## config.mk

```make
export PLATFORM = sky130hd
export DESIGN_NAME = spi_sensor_master
export DESIGN_NICKNAME = d
export VERILOG_FILES = /design/src/rtl/spi_sensor_master.sv
export SDC_FILE = /design/constraint.sdc
export NUM_CORES = 1
export LEC_CHECK = 0
export CORE_ASPECT_RATIO = 2
export CORE_MARGIN = 4
export CORE_UTILIZATION = 58
export CTS_CLUSTER_DIAMETER = 40
export CTS_CLUSTER_SIZE = 16
export DETAILED_ROUTE_END_ITERATION = 7
export PLACE_DENSITY_LB_ADDON = 0.15
export SKIP_LAST_GASP = 1
export SLEW_MARGIN = 20
export SYNTH_ARGS = -nofsm -noshare
export SYNTH_HDL_FRONTEND = slang
export SYNTH_SLANG_ARGS = --single-unit
```

## constraint.sdc

```tcl
create_clock -name clk -period 6 [get_ports clk]
set_input_delay 0.9 -clock clk [delete_from_list [all_inputs] [get_ports clk]]
set_output_delay 0.9 -clock clk [all_outputs]
set_load 0.05 [all_outputs]
```

## src/rtl/spi_sensor_master.sv

```systemverilog
// SPI mode-0 initiator: shifts out a CMD_W-bit command, then captures a DATA_W-bit sample.
// Define AUTO_TRIGGER_EN to add a free-running timer that launches a read every SAMPLE_PER cycles.
module spi_sensor_master #(
    parameter int CLK_DIV    = 2,
    parameter int CMD_W      = 8,
    parameter int DATA_W     = 16,
    parameter int SAMPLE_PER = 10000
) (
    input  logic              clk,
    input  logic              rst,
    input  logic              start,
    input  logic [CMD_W-1:0]  cmd,
    output logic              busy,
    output logic              sensor_sck,
    output logic              sensor_cs,
    output logic              sensor_mosi,
    input  logic              sensor_miso,
    output logic [DATA_W-1:0] data_out,
    output logic              data_ready
);
    localparam int PH_W  = (CLK_DIV > 1) ? $clog2(CLK_DIV) : 1;
    localparam int BIT_W = $clog2(CMD_W + DATA_W + 1);
    localparam logic [PH_W-1:0]  PH_LAST  = PH_W'(CLK_DIV - 1);
    localparam logic [BIT_W-1:0] BIT_LAST = BIT_W'(CMD_W + DATA_W);
    localparam logic [BIT_W-1:0] BIT_CMD  = BIT_W'(CMD_W);

    typedef enum logic [2:0] {
        S_IDLE  = 3'd0,
        S_SETUP = 3'd1,
        S_SHIFT = 3'd2,
        S_HOLD  = 3'd3,
        S_GAP   = 3'd4
    } state_t;

    state_t            r_state;
    state_t            w_state;
    logic [PH_W-1:0]   r_phase;
    logic [PH_W-1:0]   w_phase;
    logic [BIT_W-1:0]  r_bit_cnt;
    logic [BIT_W-1:0]  w_bit_cnt;
    logic [CMD_W-1:0]  r_cmd_sr;
    logic [CMD_W-1:0]  w_cmd_sr;
    logic [DATA_W-1:0] r_rx_sr;
    logic [DATA_W-1:0] w_rx_sr;
    logic [DATA_W-1:0] r_data_out;
    logic [DATA_W-1:0] w_data_out;
    logic              r_sck;
    logic              w_sck;
    logic              r_cs;
    logic              w_cs;
    logic              r_mosi;
    logic              w_mosi;
    logic              r_busy;
    logic              w_busy;
    logic              r_data_ready;
    logic              w_data_ready;
    logic              w_phase_end;
    logic              w_launch;

`ifdef AUTO_TRIGGER_EN
    localparam int TMR_W = (SAMPLE_PER > 1) ? $clog2(SAMPLE_PER) : 1;
    localparam logic [TMR_W-1:0] TMR_LAST = TMR_W'(SAMPLE_PER - 1);

    logic [TMR_W-1:0] r_timer;
    logic             w_trigger;

    // Free-running sample timer; its wrap cycle is the auto-trigger.
    always_ff @(posedge clk or posedge rst) begin
        if (rst) begin
            r_timer <= '0;
        end else if (r_timer == TMR_LAST) begin
            r_timer <= '0;
        end else begin
            r_timer <= r_timer + TMR_W'(1);
        end
    end

    assign w_trigger = (r_timer == TMR_LAST);
    assign w_launch  = start | w_trigger;
`else
    assign w_launch  = start;
`endif

    assign w_phase_end = (r_phase == PH_LAST);

    // Next-state and datapath decode; each half SCK period ends on w_phase_end.
    always_comb begin
        w_state      = r_state;
        w_phase      = r_phase;
        w_bit_cnt    = r_bit_cnt;
        w_cmd_sr     = r_cmd_sr;
        w_rx_sr      = r_rx_sr;
        w_data_out   = r_data_out;
        w_sck        = r_sck;
        w_cs         = r_cs;
        w_mosi       = r_mosi;
        w_busy       = r_busy;
        w_data_ready = 1'b0;

        case (r_state)
            S_IDLE: begin
                w_phase   = '0;
                w_bit_cnt = '0;
                if (w_launch) begin
                    w_state  = S_SETUP;
                    w_cs     = 1'b0;
                    w_busy   = 1'b1;
                    w_mosi   = cmd[CMD_W-1];
                    w_cmd_sr = {cmd[CMD_W-2:0], 1'b0};
                end else begin
                    w_state  = S_IDLE;
                end
            end
            S_SETUP: begin
                if (w_phase_end) begin
                    // First rising edge always lands on a command bit, so MISO is not kept.
                    w_state   = S_SHIFT;
                    w_phase   = '0;
                    w_sck     = 1'b1;
                    w_bit_cnt = r_bit_cnt + BIT_W'(1);
                end else begin
                    w_phase   = r_phase + PH_W'(1);
                end
            end
            S_SHIFT: begin
                if (!w_phase_end) begin
                    w_phase = r_phase + PH_W'(1);
                end else if (r_sck) begin
                    // Falling edge: the command register zero-fills, so MOSI drops to 0 after the command.
                    w_phase  = '0;
                    w_sck    = 1'b0;
                    w_mosi   = r_cmd_sr[CMD_W-1];
                    w_cmd_sr = {r_cmd_sr[CMD_W-2:0], 1'b0};
                end else if (r_bit_cnt == BIT_LAST) begin
                    w_state = S_HOLD;
                    w_phase = '0;
                end else begin
                    w_phase   = '0;
                    w_sck     = 1'b1;
                    w_bit_cnt = r_bit_cnt + BIT_W'(1);
                    if (r_bit_cnt >= BIT_CMD) begin
                        w_rx_sr = {r_rx_sr[DATA_W-2:0], sensor_miso};
                    end else begin
                        w_rx_sr = r_rx_sr;
                    end
                end
            end
            S_HOLD: begin
                if (w_phase_end) begin
                    w_state      = S_GAP;
                    w_phase      = '0;
                    w_cs         = 1'b1;
                    w_data_out   = r_rx_sr;
                    w_data_ready = 1'b1;
                end else begin
                    w_phase      = r_phase + PH_W'(1);
                end
            end
            S_GAP: begin
                if (w_phase_end) begin
                    w_state = S_IDLE;
                    w_phase = '0;
                    w_busy  = 1'b0;
                end else begin
                    w_phase = r_phase + PH_W'(1);
                end
            end
            default: begin
                w_state   = S_IDLE;
                w_phase   = '0;
                w_bit_cnt = '0;
                w_sck     = 1'b0;
                w_cs      = 1'b1;
                w_mosi    = 1'b0;
                w_busy    = 1'b0;
            end
        endcase
    end

    // State and datapath registers; reset aborts any transfer and discards the partial sample.
    always_ff @(posedge clk or posedge rst) begin
        if (rst) begin
            r_state      <= S_IDLE;
            r_phase      <= '0;
            r_bit_cnt    <= '0;
            r_cmd_sr     <= '0;
            r_rx_sr      <= '0;
            r_data_out   <= '0;
            r_sck        <= 1'b0;
            r_cs         <= 1'b1;
            r_mosi       <= 1'b0;
            r_busy       <= 1'b0;
            r_data_ready <= 1'b0;
        end else begin
            r_state      <= w_state;
            r_phase      <= w_phase;
            r_bit_cnt    <= w_bit_cnt;
            r_cmd_sr     <= w_cmd_sr;
            r_rx_sr      <= w_rx_sr;
            r_data_out   <= w_data_out;
            r_sck        <= w_sck;
            r_cs         <= w_cs;
            r_mosi       <= w_mosi;
            r_busy       <= w_busy;
            r_data_ready <= w_data_ready;
        end
    end

    assign busy        = r_busy;
    assign sensor_sck  = r_sck;
    assign sensor_cs   = r_cs;
    assign sensor_mosi = r_mosi;
    assign data_out    = r_data_out;
    assign data_ready  = r_data_ready;

endmodule

```

==> flow_summary.yaml <==
worst_setup_path:
  r2r_cells: 4
  rr_startpoint: "r_state[1]$_DFFE_PP0P_"
  crit_start: "r_state[1]$_DFFE_PP0P_"
  cp-start-kind: "flip-flop"
  critPathArrivalTime_ns: 3.07
  critPathMaxFanout: 16
  r2r_end: "r_rx_sr[5]$_DFFE_PP0P_"
  required_ns: 6.20
  r2r_slack_ns: 3.13
  end_kind: "flip-flop"
  crit_type: "flip-flop to flip-flop"
yosys:
  synth-edff-count: 0
  synth_mux_area_share_pct: 11.4
  avgSynthCellArea_um2: 10.7
  ys_ff_latch: 53
  synth_area_leaders: "dfrtp_1 (55%), nand2_1 (9.6%), mux2_2 (8.1%)"
  synth_top_cell_area_share_pct: 54.8
  yosysMostFrequentCell: "nand2_1"
  synth_compound_area_share_pct: 8.06
  synth_cell_types: 42
  syn-num-nets: 236
  synth-adder-area-share_pct: 1.05
  syn_area_mm2: 0.00237
  yosysWarnings: 0
  ys.flop_type: "dfrtp_1"
  synth_xor_area_share_pct: 0.738
  synth_top_area_cell: "dfrtp_1"
  synth_top_family_by_area: "simple AND/OR/NAND/NOR gates"
  synth-simple-area-share_pct: 18.8
  syn_inst: 222
  seq_area_frac_synth_pct: 55.9
  async_flop_share_pct: 100
  synth_common_cells: "nand2_1 (61), dfrtp_1 (52), mux2_2 (17)"
routing:
  dr_total_vias: 1644
  drt_iter0_markers: 30
  avgViaCountPerCell: 5.46
  antenna_left: 0
  drtPass1Iterations: 4
  wire_per_inst_um: 14.8
  remaining_drc_errors: 0
  routed_wirelength_mm: 4.47
cells_and_area:
  area_delta_synth_final_pct: 17.1
  finalNetCount: 263
  final_area_mm2: 0.00278
  antenna_cells: 0
  final_cells: 301
  layout-drive-gt1-share_pct: 13.6
min_path:
  hold_path_depth: 2
  worstHoldStart: "data_out[10]$_DFFE_PP0P_"
  hold_path_class: "flip-flop to flip-flop"
  hold_path_end: "data_out[10]$_DFFE_PP0P_"
die:
  io_pins: 33
  die-area_mm2: 0.00524
  start_util_pct: 60.5
  num_rows: 32
  core_area_mm2: 0.00392
  die_x_um: 53.2
  fp.dieH_um: 98.5
clock_tree:
  numCtsBuffers: 5
  cts_max_level: 2
  cts-root-buf: "clkbuf_8"
  clk_pin_slew_ns: 0.10
  cts.path.max_buffers: 2
  clock_sinks: 53
  ctsResizeCount: 0
  cts_tree: "built"
  ctsHoldBuffers: 0
  postCtsSetupRepairBufs: 0
  clk_latency_ns: 0.30
global_routing:
  grt_usage_pct: 19.2
  grt-ovfl-total: 0
  antenna_found_initial: 0
  grt_pass1_vias: 1664
  grt_max_degree: 54
  grt_pass1_wl_mm: 7.69
sta:
  finalSetupViolCount: 0
  setup_tns_ns: 0
  worst_pin_slew_ns: 0.960
  period_needed_ns: 2.87
  fin_skew_ns: 0.00497
  fin_crit_sh_pct: 47.9
  grt_setup_unrepaired: "false"
  hold_viol_final: 0
  max_slew_margin_pct: 35.7
  worst_hold_slack_ns: 0.482
  timing.fmax_ghz: 0.348
  slew_violations: 0
pwr:
  max-vdd-ir-drop_mv: 0.257
  power.leakage_uw: 0.00135
  cellPowerDensity_mw_per_mm2: 389
place:
  numPortBuffers: 32
  globalplace.congestion: 0.828
  place_area_mm2: 0.00269
  place_hpwl_mm: 3.13
  dp.cells: 293
run:
  maxCapViolCount: 0
outcome:
  outcome: "finished clean"
-- flip-flops by register name, indices dropped and copies added, names as in the netlist --
signal       count
busy             1
data_out        16
data_ready       1
r_bit_cnt        5
r_cmd_sr         7
r_phase          1
r_rx_sr         16
r_state          3
sensor_cs        1
sensor_mosi      1
sensor_sck       1
-- cells by family after synthesis --
| kind of cell | count (synthesis) |
|---|---|
| adders and majority gates | 2 |
| and+or+nand+nor | 93 |
| muxes | 25 |
| AOI/OAI and AO/OA | 28 |
| xor gates and xnor gates | 2 |
| DFF | 53 |
| buffers and inverters | 19 |
-- critical path, stage by stage (launching register included) --
cell and delay, ns:
dfrtp_1 0.68, nor3b_2 0.69, o21ai_2 0.15, nor4b_4 0.83, mux2_2 0.42
-- worst max-delay path by stage --
stage,cells past startpoint,slack (ns),endpoint
floorplan,1,3.82,busy$_DFFE_PP0P_
global placement,4,3.09,r_cmd_sr[1]$_DFFE_PP0P_
detailed placement,4,3.16,r_rx_sr[15]$_DFFE_PP0P_
CTS,4,3.13,r_rx_sr[5]$_DFFE_PP0P_
global route,4,2.95,r_rx_sr[0]$_DFFE_PP0P_
finish,4,3.13,r_rx_sr[5]$_DFFE_PP0P_
-- cell type report --
cell class              instances  area [um^2]
repair buffers                 32          320
well taps                      51         63.8
clock buffers                   5         68.8
clock inverters                 3         21.3
inverters                       7         27.5
flip-flops and latches         53         1330
fillers                       329         1140
multi-input cells             150          951
-- metrics by stage --
stage / setup slack [ns] / utilization [%] / power [uW]
6_report: 3.13 / 70.9 / 1080
5_1_grt: 2.95 / 70.9 / 1160
4_1_cts: 3.13 / 70.8 / 1090
3_5_place_dp: 3.16 / 68.5 / 887
3_3_place_gp: 3.09 / 68.5 / 871
2_1_floorplan: 3.82 / - / 806
-- report_power, final --
group          internal, uW  leakage, uW  switching [uW]
clock network          83.0    0.0000445             120
registers               416     0.000711            89.4
logic                   156     0.000594             218
total                   654      0.00135             428
-- metal layers --
layer  vias up  GRT usage [%]  routed length (um)
li1        800              -                   -
met1       805           23.3                1800
met2        29           31.6                2410
met3        10           3.93                 143
met4         0           9.06                 108
met5         -              0                   0
-- layout by cell type (no fill, tap or decap), types with 2 or more instances in the layout --
cell type        count
a21oi_1              3
nand3_1              2
mux2_2              17
nand2_1             61
clkbuf_8             5
nand4b_1             2
dfrtp_1             52
ha_1                 2
o22ai_1              2
inv_1                5
clkinv_2             2
nor2b_1              3
clkdlybuf4s50_1     32
o21ai_0              8
a211o_1              2
a21o_1               3
mux2i_1              8
and3_1               3
nor2_1               6
nor4b_1              2
nor3b_1              2
nor3_1               5
nand2b_1             2
Note: power is estimated with default switching activity, not from simulation.
